## src/rtl/hero_mbox_multi.sv

```systemverilog
// hero_mbox_multi: multi-channel bidirectional host/device mailbox.
// Each channel has an H2D FIFO (host pushes, device pops) and a D2H FIFO (device pushes, host pops).
// Both sides get the same per-channel register window, plus a per-channel threshold interrupt.
module hero_mbox_multi #(
  parameter int unsigned NumChannels = 4,
  parameter int unsigned Depth       = 8,
  parameter int unsigned DataWidth   = 32,
  parameter int unsigned AddrWidth   = 12
) (
  input  logic                 clk_i,
  input  logic                 rst_i,
  input  logic                 host_req_i,
  input  logic                 host_we_i,
  input  logic [AddrWidth-1:0] host_addr_i,
  input  logic [DataWidth-1:0] host_wdata_i,
  output logic                 host_gnt_o,
  output logic                 host_rvalid_o,
  output logic [DataWidth-1:0] host_rdata_o,
  output logic                 host_err_o,
  output logic                 host_irq_o,
  input  logic                 dev_req_i,
  input  logic                 dev_we_i,
  input  logic [AddrWidth-1:0] dev_addr_i,
  input  logic [DataWidth-1:0] dev_wdata_i,
  output logic                 dev_gnt_o,
  output logic                 dev_rvalid_o,
  output logic [DataWidth-1:0] dev_rdata_o,
  output logic                 dev_err_o,
  output logic                 dev_irq_o
);

  localparam int unsigned CntW = 8;
  localparam int unsigned PtrW = (Depth > 1) ? $clog2(Depth) : 1;
  localparam int unsigned ChW  = AddrWidth - 4;
  localparam int unsigned IdxW = (NumChannels > 1) ? $clog2(NumChannels) : 1;

  // FIFO storage and bookkeeping
  logic [DataWidth-1:0] h2d_mem [NumChannels][Depth];
  logic [DataWidth-1:0] d2h_mem [NumChannels][Depth];
  logic [PtrW-1:0]      h2d_wp  [NumChannels];
  logic [PtrW-1:0]      h2d_rp  [NumChannels];
  logic [PtrW-1:0]      d2h_wp  [NumChannels];
  logic [PtrW-1:0]      d2h_rp  [NumChannels];
  logic [CntW-1:0]      h2d_cnt [NumChannels];
  logic [CntW-1:0]      d2h_cnt [NumChannels];

  // Interrupt configuration per side and channel
  logic            h_en  [NumChannels];
  logic [7:0]      h_thr [NumChannels];
  logic            d_en  [NumChannels];
  logic [7:0]      d_thr [NumChannels];

  // Address decode per side
  logic [ChW-1:0]  h_ch, d_ch;
  logic [1:0]      h_sel, d_sel;
  logic            h_ok, d_ok;
  logic [IdxW-1:0] h_idx, d_idx;

  assign h_ch  = host_addr_i[AddrWidth-1:4];
  assign d_ch  = dev_addr_i[AddrWidth-1:4];
  assign h_sel = host_addr_i[3:2];
  assign d_sel = dev_addr_i[3:2];
  assign h_ok  = (host_addr_i[1:0] == 2'b00) && (32'(h_ch) < NumChannels);
  assign d_ok  = (dev_addr_i[1:0] == 2'b00) && (32'(d_ch) < NumChannels);
  assign h_idx = h_ok ? IdxW'(h_ch) : '0;
  assign d_idx = d_ok ? IdxW'(d_ch) : '0;

  assign host_gnt_o = host_req_i;
  assign dev_gnt_o  = dev_req_i;

  // Legal FIFO operations, full/empty judged on pre-edge counts
  logic h_push, h_pop, d_push, d_pop, h_cfg_wr, d_cfg_wr;

  assign h_push   = host_req_i && host_we_i && h_ok && (h_sel == 2'd0) &&
                    (h2d_cnt[h_idx] != CntW'(Depth));
  assign h_pop    = host_req_i && !host_we_i && h_ok && (h_sel == 2'd1) &&
                    (d2h_cnt[h_idx] != '0);
  assign d_push   = dev_req_i && dev_we_i && d_ok && (d_sel == 2'd0) &&
                    (d2h_cnt[d_idx] != CntW'(Depth));
  assign d_pop    = dev_req_i && !dev_we_i && d_ok && (d_sel == 2'd1) &&
                    (h2d_cnt[d_idx] != '0);
  assign h_cfg_wr = host_req_i && host_we_i && h_ok && (h_sel == 2'd3);
  assign d_cfg_wr = dev_req_i && dev_we_i && d_ok && (d_sel == 2'd3);

  logic [NumChannels-1:0] h2d_push, h2d_pop, d2h_push, d2h_pop;

  // Steer the single access per side onto its channel
  always_comb begin
    h2d_push = '0;
    h2d_pop  = '0;
    d2h_push = '0;
    d2h_pop  = '0;
    h2d_push[h_idx] = h_push;
    h2d_pop[d_idx]  = d_pop;
    d2h_push[d_idx] = d_push;
    d2h_pop[h_idx]  = h_pop;
  end

  function automatic logic [PtrW-1:0] ptr_inc(input logic [PtrW-1:0] p);
    return (32'(p) == Depth - 1) ? '0 : p + PtrW'(1);
  endfunction

  function automatic logic [DataWidth-1:0] status_word(input logic [CntW-1:0] in_cnt,
                                                       input logic [CntW-1:0] out_cnt);
    return DataWidth'({8'd0, out_cnt, in_cnt, 4'd0,
                       (out_cnt == CntW'(Depth)), (out_cnt == '0),
                       (in_cnt == CntW'(Depth)), (in_cnt == '0)});
  endfunction

  // Response for one side: {err, rdata}
  function automatic logic [DataWidth:0] respond(
    input logic                 req,
    input logic                 we,
    input logic                 ok,
    input logic [1:0]           rsel,
    input logic                 push,
    input logic                 pop,
    input logic [DataWidth-1:0] head,
    input logic [CntW-1:0]      in_cnt,
    input logic [CntW-1:0]      out_cnt,
    input logic                 en,
    input logic [7:0]           thr
  );
    logic [DataWidth-1:0] rdata;
    logic                 err;
    rdata = '0;
    err   = 1'b0;
    if (req) begin
      if (!ok) begin
        err = 1'b1;
      end else begin
        case (rsel)
          2'd0:    err = !push;
          2'd1:    if (pop) rdata = head; else err = 1'b1;
          2'd2:    if (we) err = 1'b1; else rdata = status_word(in_cnt, out_cnt);
          default: if (!we) rdata = DataWidth'({16'd0, thr, 7'd0, en});
        endcase
      end
    end
    return {err, rdata};
  endfunction

  logic [DataWidth:0] h_resp, d_resp;
  logic               h_irq_c, d_irq_c;

  assign h_resp = respond(host_req_i, host_we_i, h_ok, h_sel, h_push, h_pop,
                          d2h_mem[h_idx][d2h_rp[h_idx]], d2h_cnt[h_idx], h2d_cnt[h_idx],
                          h_en[h_idx], h_thr[h_idx]);
  assign d_resp = respond(dev_req_i, dev_we_i, d_ok, d_sel, d_push, d_pop,
                          h2d_mem[d_idx][h2d_rp[d_idx]], h2d_cnt[d_idx], d2h_cnt[d_idx],
                          d_en[d_idx], d_thr[d_idx]);

  // Interrupt condition from each side's inbound fill level
  always_comb begin
    h_irq_c = 1'b0;
    d_irq_c = 1'b0;
    for (int c = 0; c < NumChannels; c++) begin
      if (h_en[c] && (h_thr[c] != '0) && (d2h_cnt[c] >= h_thr[c])) h_irq_c = 1'b1;
      if (d_en[c] && (d_thr[c] != '0) && (h2d_cnt[c] >= d_thr[c])) d_irq_c = 1'b1;
    end
  end

  // FIFO data storage (contents are don't-care while the count says empty)
  always_ff @(posedge clk_i) begin
    if (h_push) h2d_mem[h_idx][h2d_wp[h_idx]] <= host_wdata_i;
    if (d_push) d2h_mem[d_idx][d2h_wp[d_idx]] <= dev_wdata_i;
  end

  // FIFO pointers, fill counts and interrupt configuration
  always_ff @(posedge clk_i or posedge rst_i) begin
    if (rst_i) begin
      for (int c = 0; c < NumChannels; c++) begin
        h2d_wp[c]  <= '0;
        h2d_rp[c]  <= '0;
        d2h_wp[c]  <= '0;
        d2h_rp[c]  <= '0;
        h2d_cnt[c] <= '0;
        d2h_cnt[c] <= '0;
        h_en[c]    <= 1'b0;
        h_thr[c]   <= '0;
        d_en[c]    <= 1'b0;
        d_thr[c]   <= '0;
      end
    end else begin
      for (int c = 0; c < NumChannels; c++) begin
        if (h2d_push[c]) h2d_wp[c] <= ptr_inc(h2d_wp[c]);
        if (h2d_pop[c])  h2d_rp[c] <= ptr_inc(h2d_rp[c]);
        if (d2h_push[c]) d2h_wp[c] <= ptr_inc(d2h_wp[c]);
        if (d2h_pop[c])  d2h_rp[c] <= ptr_inc(d2h_rp[c]);
        h2d_cnt[c] <= h2d_cnt[c] + CntW'(h2d_push[c]) - CntW'(h2d_pop[c]);
        d2h_cnt[c] <= d2h_cnt[c] + CntW'(d2h_push[c]) - CntW'(d2h_pop[c]);
        if (h_cfg_wr && (h_idx == IdxW'(c))) begin
          h_en[c]  <= host_wdata_i[0];
          h_thr[c] <= host_wdata_i[15:8];
        end
        if (d_cfg_wr && (d_idx == IdxW'(c))) begin
          d_en[c]  <= dev_wdata_i[0];
          d_thr[c] <= dev_wdata_i[15:8];
        end
      end
    end
  end

  // Registered responses and interrupts
  always_ff @(posedge clk_i or posedge rst_i) begin
    if (rst_i) begin
      host_rvalid_o <= 1'b0;
      host_rdata_o  <= '0;
      host_err_o    <= 1'b0;
      host_irq_o    <= 1'b0;
      dev_rvalid_o  <= 1'b0;
      dev_rdata_o   <= '0;
      dev_err_o     <= 1'b0;
      dev_irq_o     <= 1'b0;
    end else begin
      host_rvalid_o <= host_req_i;
      host_rdata_o  <= h_resp[DataWidth-1:0];
      host_err_o    <= h_resp[DataWidth];
      host_irq_o    <= h_irq_c;
      dev_rvalid_o  <= dev_req_i;
      dev_rdata_o   <= d_resp[DataWidth-1:0];
      dev_err_o     <= d_resp[DataWidth];
      dev_irq_o     <= d_irq_c;
    end
  end

endmodule

```

## config.mk

```make
export PLATFORM = sky130hd
export DESIGN_NAME = hero_mbox_multi
export DESIGN_NICKNAME = d
export VERILOG_FILES = /design/src/rtl/hero_mbox_multi.sv
export SDC_FILE = /design/constraint.sdc
export NUM_CORES = 2
export LEC_CHECK = 0
export ABC_AREA = 0
export BUFFER_PORTS_ARGS = -buffer_cell sky130_fd_sc_hd__buf_2
export CORE_MARGIN = 5
export CORE_UTILIZATION = 35
export CTS_CLUSTER_SIZE = 10
export DETAILED_ROUTE_END_ITERATION = 16
export HOLD_SLACK_MARGIN = 0.06
export RECOVER_POWER = 25
export REMOVE_ABC_BUFFERS = 1
export SLEW_MARGIN = 20
export SYNTH_ARGS = -nofsm -noshare
export SYNTH_HDL_FRONTEND = slang
export SYNTH_SLANG_ARGS = --single-unit
```

## constraint.sdc

```tcl
create_clock -name clk_i -period 18.2 [get_ports clk_i]
set_input_delay 2.73 -clock clk_i [delete_from_list [all_inputs] [get_ports clk_i]]
set_output_delay 2.73 -clock clk_i [all_outputs]
set_load 0.02 [all_outputs]
```

Yosys cells after proc, flatten, opt, wreduce, memory -nomap -nowiden
Memories as Yosys holds them, arrays and structs flattened.
Index checks and enable logic that the tools add are counted.
W data, S select, Z words.
{ "totals": {"reg_bits": 254, "latchBits": 0, "ram_bits": 2048, "mem_bits_ro": 0, "input_bits": 94, "out_inout_bits": 72, "word_cells": 322, "memories": 2} }
{ "op_classes": {"addsub": 32, "n_mul": 0, "n_div": 0, "magnitude_cmp": 22, "n_eq_ne": 34, "shift": 0, "muxes": 102, "n_bitwise": 10, "n_reduce_logical": 72} }
{ "mem_list": {"columns": ["name", "depth", "word_bits", "rd", "rd_clocked_by_memory_dff", "wr", "line", "source"], "rows": [
  ["d2h_mem", 4, 256, 1, 0, 1, "39", "logic [DataWidth-1:0] d2h_mem [NumChannels][Depth];"],
  ["h2d_mem", 4, 256, 1, 0, 1, "38", "logic [DataWidth-1:0] h2d_mem [NumChannels][Depth];"]
]} }
{ "op_table": {"columns": ["op", "n"], "rows": [
  ["$mux W256", 2],
  ["$mux W32", 12],
  ["$bmux W32 S3", 2],
  ["$demux W32 S3", 2],
  ["$pmux W32 S3", 2],
  ["$bmux W8 S2", 6],
  ["$mux W8", 12],
  ["$reduce_bool A8 Y1", 10],
  ["$mux W3", 24],
  ["$add A8 B1 Y8", 8],
  ["$ge A8 B8 Y1", 8],
  ["$sub A8 B1 Y8", 8],
  ["$add A3 B1 Y3 const B", 16],
  ["$eq A3 B3 Y1 const B", 16],
  ["$logic_and A1 B1 Y1", 48],
  ["$mux W24", 2],
  ["$eq A8 B4 Y1 const B", 4],
  ["$logic_not A8 Y1", 4],
  ["$mux W16", 2],
  ["$bmux W3 S2", 4],
  ["$mux W1", 24],
  ["$and A4 B4 Y4", 4],
  ["$eq A2 B2 Y1 const B", 8],
  ["$ge A4 B4 Y1 const B", 4],
  ["other kinds (15)", 40]
]} }

Depth between registers and ports, before layout
{ "depth": {"depth_word": 15, "ltp_mapped": 22, "mapped_depth_nobuf": 19} }

Worst setup path after synthesis
OpenSTA, ideal clock, no wires.
{ "synth_path": {"path_kind": "input -> register", "start": "input port host_addr_i[9]", "end": "memory h2d_mem[0][192] (netlist name) (enable)", "setup_time_ns": 0.461, "t_arrival_ns": 7.131, "required_ns": 17.739, "slack_ns": 10.608, "cell_stages": 10, "cell_sequence": "or4_1 buf_2 clkbuf_1 or3_1 buf_2 buf_1 o22a_1 o221ai_1 nand2_1 nor3_1"} }
{ "synth_between": {"elab_chain_len": 13, "word_cells_on_any_way": 22, "cone_classes": "order compare: 3; eq/ne: 1; mux: 11; bitwise: 2; reduce/logical: 5"} }
{ "synth_rtl": {"columns": ["item", "line", "source"], "rows": [
  ["start: declaration", "14", "input logic [AddrWidth-1:0] host_addr_i,"],
  ["$lt A8 B3 Y1 *", "63", "assign h_ok = (host_addr_i[1:0] == 2'b00) && (32'(h_ch) < NumChannels);"],
  ["$logic_and A1 B1 Y1 *", "63", null],
  ["$mux W2", "65", "assign h_idx = h_ok ? IdxW'(h_ch) : '0;"],
  ["$not A2 Y3 (not written as such)", "75, 165", null],
  ["$bmux W3 S2", "165", "if (h_push) h2d_mem[h_idx][h2d_wp[h_idx]] <= host_wdata_i;"],
  ["$mux W3 (not written as such) (2 in a row)", "165", null],
  ["$not A3 Y4 (not written as such)", "165", null],
  ["$ge A4 B4 Y1 (not written as such) / $lt A4 B1 Y1 (equally long branches)", "165", null],
  ["$logic_and A1 B1 Y1 (not written as such)", "165", null],
  ["$mux W32 (not written as such)", "165", null],
  ["$demux W32 S3", "165", null],
  ["$mux W256 (not written as such)", "165", null],
  ["end: declaration", "38", null]
]} }
Mark *: on every way between the ends. The rest lies on a longest branch, timed or not. The select of a mux whose other input is x is not followed.

Worst setup path after layout
{ "layout_path": {"start": "input port dev_addr_i[5]", "end": "register h2d_cnt[22] (netlist name)"} }
{ "layout_between": {"elab_chain_len": 11, "word_cells_on_any_way": 18, "cone_classes": "add/sub: 1; order compare: 3; mux: 6; bitwise: 2; reduce/logical: 6"} }
{ "layout_rtl": {"columns": ["item", "line", "source"], "rows": [
  ["start: declaration", "23", "input logic [AddrWidth-1:0] dev_addr_i,"],
  ["$lt A8 B3 Y1", "64", "assign d_ok = (dev_addr_i[1:0] == 2'b00) && (32'(d_ch) < NumChannels);"],
  ["$logic_and A1 B1 Y1", "64", null],
  ["$mux W2", "66", "assign d_idx = d_ok ? IdxW'(d_ch) : '0;"],
  ["$not A2 Y3 (not written as such)", "81", "(h2d_cnt[d_idx] != '0);"],
  ["$bmux W8 S2", "81", null],
  ["$mux W8 (not written as such) (2 in a row)", "81", null],
  ["$reduce_bool A8 Y1", "81", null],
  ["$logic_and A1 B1 Y1", "80", "assign d_pop = dev_req_i && !dev_we_i && d_ok && (d_sel == 2'd1) &&"],
  ["$and A4 B4 Y4 (no source line) *", null, null],
  ["via h2d_pop[1]", "85", "logic [NumChannels-1:0] h2d_push, h2d_pop, d2h_push, d2h_pop;"],
  ["$sub A8 B1 Y8 *", "190", "h2d_cnt[c] <= h2d_cnt[c] + CntW'(h2d_push[c]) - CntW'(h2d_pop[c]);"],
  ["end signal: indexed assignment", "190", null],
  ["end: declaration", "44", "logic [CntW-1:0] h2d_cnt [NumChannels];"]
]} }
Mark *: on every way through the listed nets, which the timed path passes. The rest lies on a longest branch. The select of a mux whose other input is x is not followed.
A chain may end at the register's enable or synchronous reset.

==> metrics.md <==
| Metric | Value |
|---|---|
| Seq/Total Area, Yosys | 0.698 |
| Crit-path max FO | around 100 |
| CP startpoint kind | primary input |
| All-Layer GR Usage | 0.214 |
| CTS tree | done |
| Slew Limit Fails | between 100 and 150 |
| Starting Density | 0.352 |
| Number of distinct library cells after synthesis | between 80 and 90 |
| Fin util | 0.400 |
| Hold Buf Count CTS | 0 |
| Vias after detailed routing | 66400 |
| Final Wtd Congestion | about 0.87 |
| Worst stage delay on the critical path | between 0.6 and 0.7 ns |
| Largest net degree at the start of global routing | 153 |
| Reg clk slew, reported paths | roughly 0.060 ns |
| Relative slew slack | -2.47 |
| Via density per instance | about 6.0 |
| Routed wire length | 320000 um |
| Hpwl dp | 169000 um |
| Site row count | roughly 190 |
| Clk_lat worst skew | between 0.9 and 1 ns |
| Leakage | approximately 37 nW |
| Ys async rst share | 0.110 |
| Vias in the first global route | 64700 |
| Initial antenna violation count | 24 |
| Routed len/inst | between 20 and 30 um |
| Top cells by area, synth | edfxtp_1 63%, dfrtp_1 6.5%, o22ai_1 2.3%, ha_1 2.1%, nand2_1 2.1% |
| Post-synth top area share | 0.632 |
| CTS Buffer Depth | 4 |
| H-tree levels | 5 |
| Die ar. | 289000 um2 |
| Setup violators final | 0 |
| Dpl cell area | a little over 100000 um2 |
| Pwr per Cell Area | 106 nW/um2 |
| Kind of critical path | primary input to flop |
| TritonRoute pass-1 iters | 7 |
| CTS Buf Count | between 200 and 300 |
| Cell area after synthesis | 97300 um2 |
| Die Ht | 537 um |
| Port bufs | about 170 |
| Tmin final | ~7.8 ns |
| Violated checks | max-capacitance violations, max-slew violations |
| First-pass GRT wire length | ~460000 um |
| Hold Vio Cnt, Final | 0 |
| Ordered list of cells on the worst path | buf_8, buf_4, nor2_2, nor3_4, buf_4, o22ai_1, nor4_1, o2111ai_1, o211ai_4, buf_4, nor2_1, ha_1, inv_1, ha_1, fa_1, a21oi_1, nor2_1, nor2_1, o21bai_1, a21oi_1, xnor2_1 |
| Die X | roughly 540 um |
| Clock sink total | around 2300 |
| FF+latch count, synth | 2302 |
| Crit-path slowest cell | buf_4 |
| Clock root buffer | clkbuf_16 |
| Grt ovf | 0 |
| Primary FF master, synth | edfxtp_1 |
| Post-synth top cells | 2048 x edfxtp_1, 532 x nand2_1, 440 x nor2_1 |
| FMAX | ~130 MHz |
| Number of flops mapped to enable cells by yosys | 2048 |
| Yosys Warn Count | 0 |
| Layout area overhead | 13.7% |
| Arr. time, crit path | 8.59 ns |
| Core Region | 276000 um2 |
| Final TNS setup | 0 ns |
| Least-Margin Pin Slew | 5.18 ns |
| DR iter-0 viols | around 8500 |
| Number of max-cap violations | 3 |
| Post-CTS setup buffer count | 0 |
| Synthesized area per cell | 13.7 um2 |
| Crit path required time | between 15 and 20 ns |
| Unrepaired setup endpoints after global routing | false |
| Post-CTS resize count | 0 |
| Syn Inst Count | 7106 |
| Most frequent cell after synthesis | edfxtp_1 |
| Design area | 111000 um2 |
| Final nets | roughly 7400 |
| Hold Crit Class | flop to flop |
| # IOs | around 170 |
| Post-route ant nets | 0 |
| Layout cells sized above 1 | 0.114 |
| Period utilisation layout | 0.426 |
| Leading area contributor after synthesis | edfxtp_1 |
| Status | finished, violations left |
| Critical Path End Type | flop |
| Worst VDD drop | approximately 0.08 mV |
| Clk_skew | 0.0617 ns |
| Residual DRC count | 0 |
routing by layer:
| metal | vias to the layer above | GRT usage | wire (um) |
|---|---|---|---|
| li1 | 28100 | - | - |
| met1 | 33700 | 0.285 | 124000 |
| met3 | 750 | 0.0451 | 32500 |
| met4 | 12 | 0.0988 | 15800 |
| met2 | 3874 | 0.338 | 147000 |
| met5 | - | 0 | 80 |
power breakdown:
group / leakage, nW / internal (mW) / switching, mW / total (mW)
Sequential: 21.5 / 5.81 / 0.129 / 5.94
Clock: 3.89 / 2.89 / 2.16 / 5.05
Combinational: 11.6 / 0.274 / 0.457 / 0.731
layout by cell type, fill, tap and decap left out, types with 105 or more instances in the layout:
master and count:
a21oi_1 298, a31oi_1 107, buf_2 119, buf_4 147
clkbuf_1 171, clkbuf_16 279, dfrtp_1 254, edfxtp_1 2048
ha_1 160, inv_1 184, mux2_2 105, mux2i_1 170
nand2_1 530, nand3_1 167, nor2_1 378, nor3_1 159
o21ai_0 328, o221ai_1 183, o22ai_1 363
state kept, by name, indices dropped and copies added, names as in the netlist, 32 cells and up:
signal	flops
h2d_cnt	32
host_rdata_o	32
h_thr	32
dev_rdata_o	32
d_thr	32
d2h_cnt	32
d2h_mem	1024
h2d_mem	1024
final cells by class:
class | count | area (um2)
clock buffer | 416 | 7580
clock inverter | 42 | 544
inverter | 190 | 717
tap | 3705 | 4640
fill | 25500 | 166000
antenna | 14 | 35.0
timing repair buffer | 319 | 2060
sequential | 2302 | 67900
multi-input combinational | 4079 | 27200
per-stage QoR:
stage | cells | hold slack [ns] | total power, mW | worst slack (ns)
3_5_place_dp | 10600 | 0.522 | 6.75 | 9.67
5_1_grt | 11100 | 0.565 | 12.1 | 10.23
2_1_floorplan | 6571 | 0.473 | 6.41 | 0.378
3_3_place_gp | 10600 | 0.500 | 6.73 | 9.67
4_1_cts | 11100 | 0.534 | 11.8 | 10.58
6_report | 11100 | 0.543 | 11.7 | 10.44
critical path: cells and delay by family:
family,cells,cell delay (ns)
buffers and inverters,5,2.21
adder cells (fa/ha/maj),3,1.00
AND/OR/NAND/NOR,6,1.26
XOR/XNOR,1,0.13
AO/OA/AOI/OAI,6,1.20
cells by family after synthesis:
family	after synthesis	synth area share
XOR/XNOR	56	0.00504
AO/OA/AOI/OAI	1978	0.140
AND/OR/NAND/NOR	1591	0.0739
multiplexers	286	0.0313
buffers and inverters	725	0.0304
flip-flops	2302	0.698
adder cells (fa/ha/maj)	168	0.0222
worst paths after layout:
path | startpoint | end | slack, ns | cells after the start
worst max register to register | h2d_cnt[17]$_DFF_PP0_ | h2d_cnt[22]$_DFF_PP0_ | 13.14 | 18
worst min register to register | d2h_rp[3]$_DFFE_PP0P_ | d2h_rp[3]$_DFFE_PP0P_ | 0.54 | 1
max in group asynchronous | rst_i | host_irq_o$_DFF_PP0_ | 11.36 | 4
worst min-delay path | d2h_rp[3]$_DFFE_PP0P_ | d2h_rp[3]$_DFFE_PP0P_ | 0.54 | 1
worst max-delay path | dev_addr_i[5] | h2d_cnt[22]$_DFF_PP0_ | 10.44 | 21
min in group asynchronous | rst_i | dev_rdata_o[23]$_DFF_PP0_ | 3.44 | 2
Note: power is estimated with default switching activity, not from simulation.
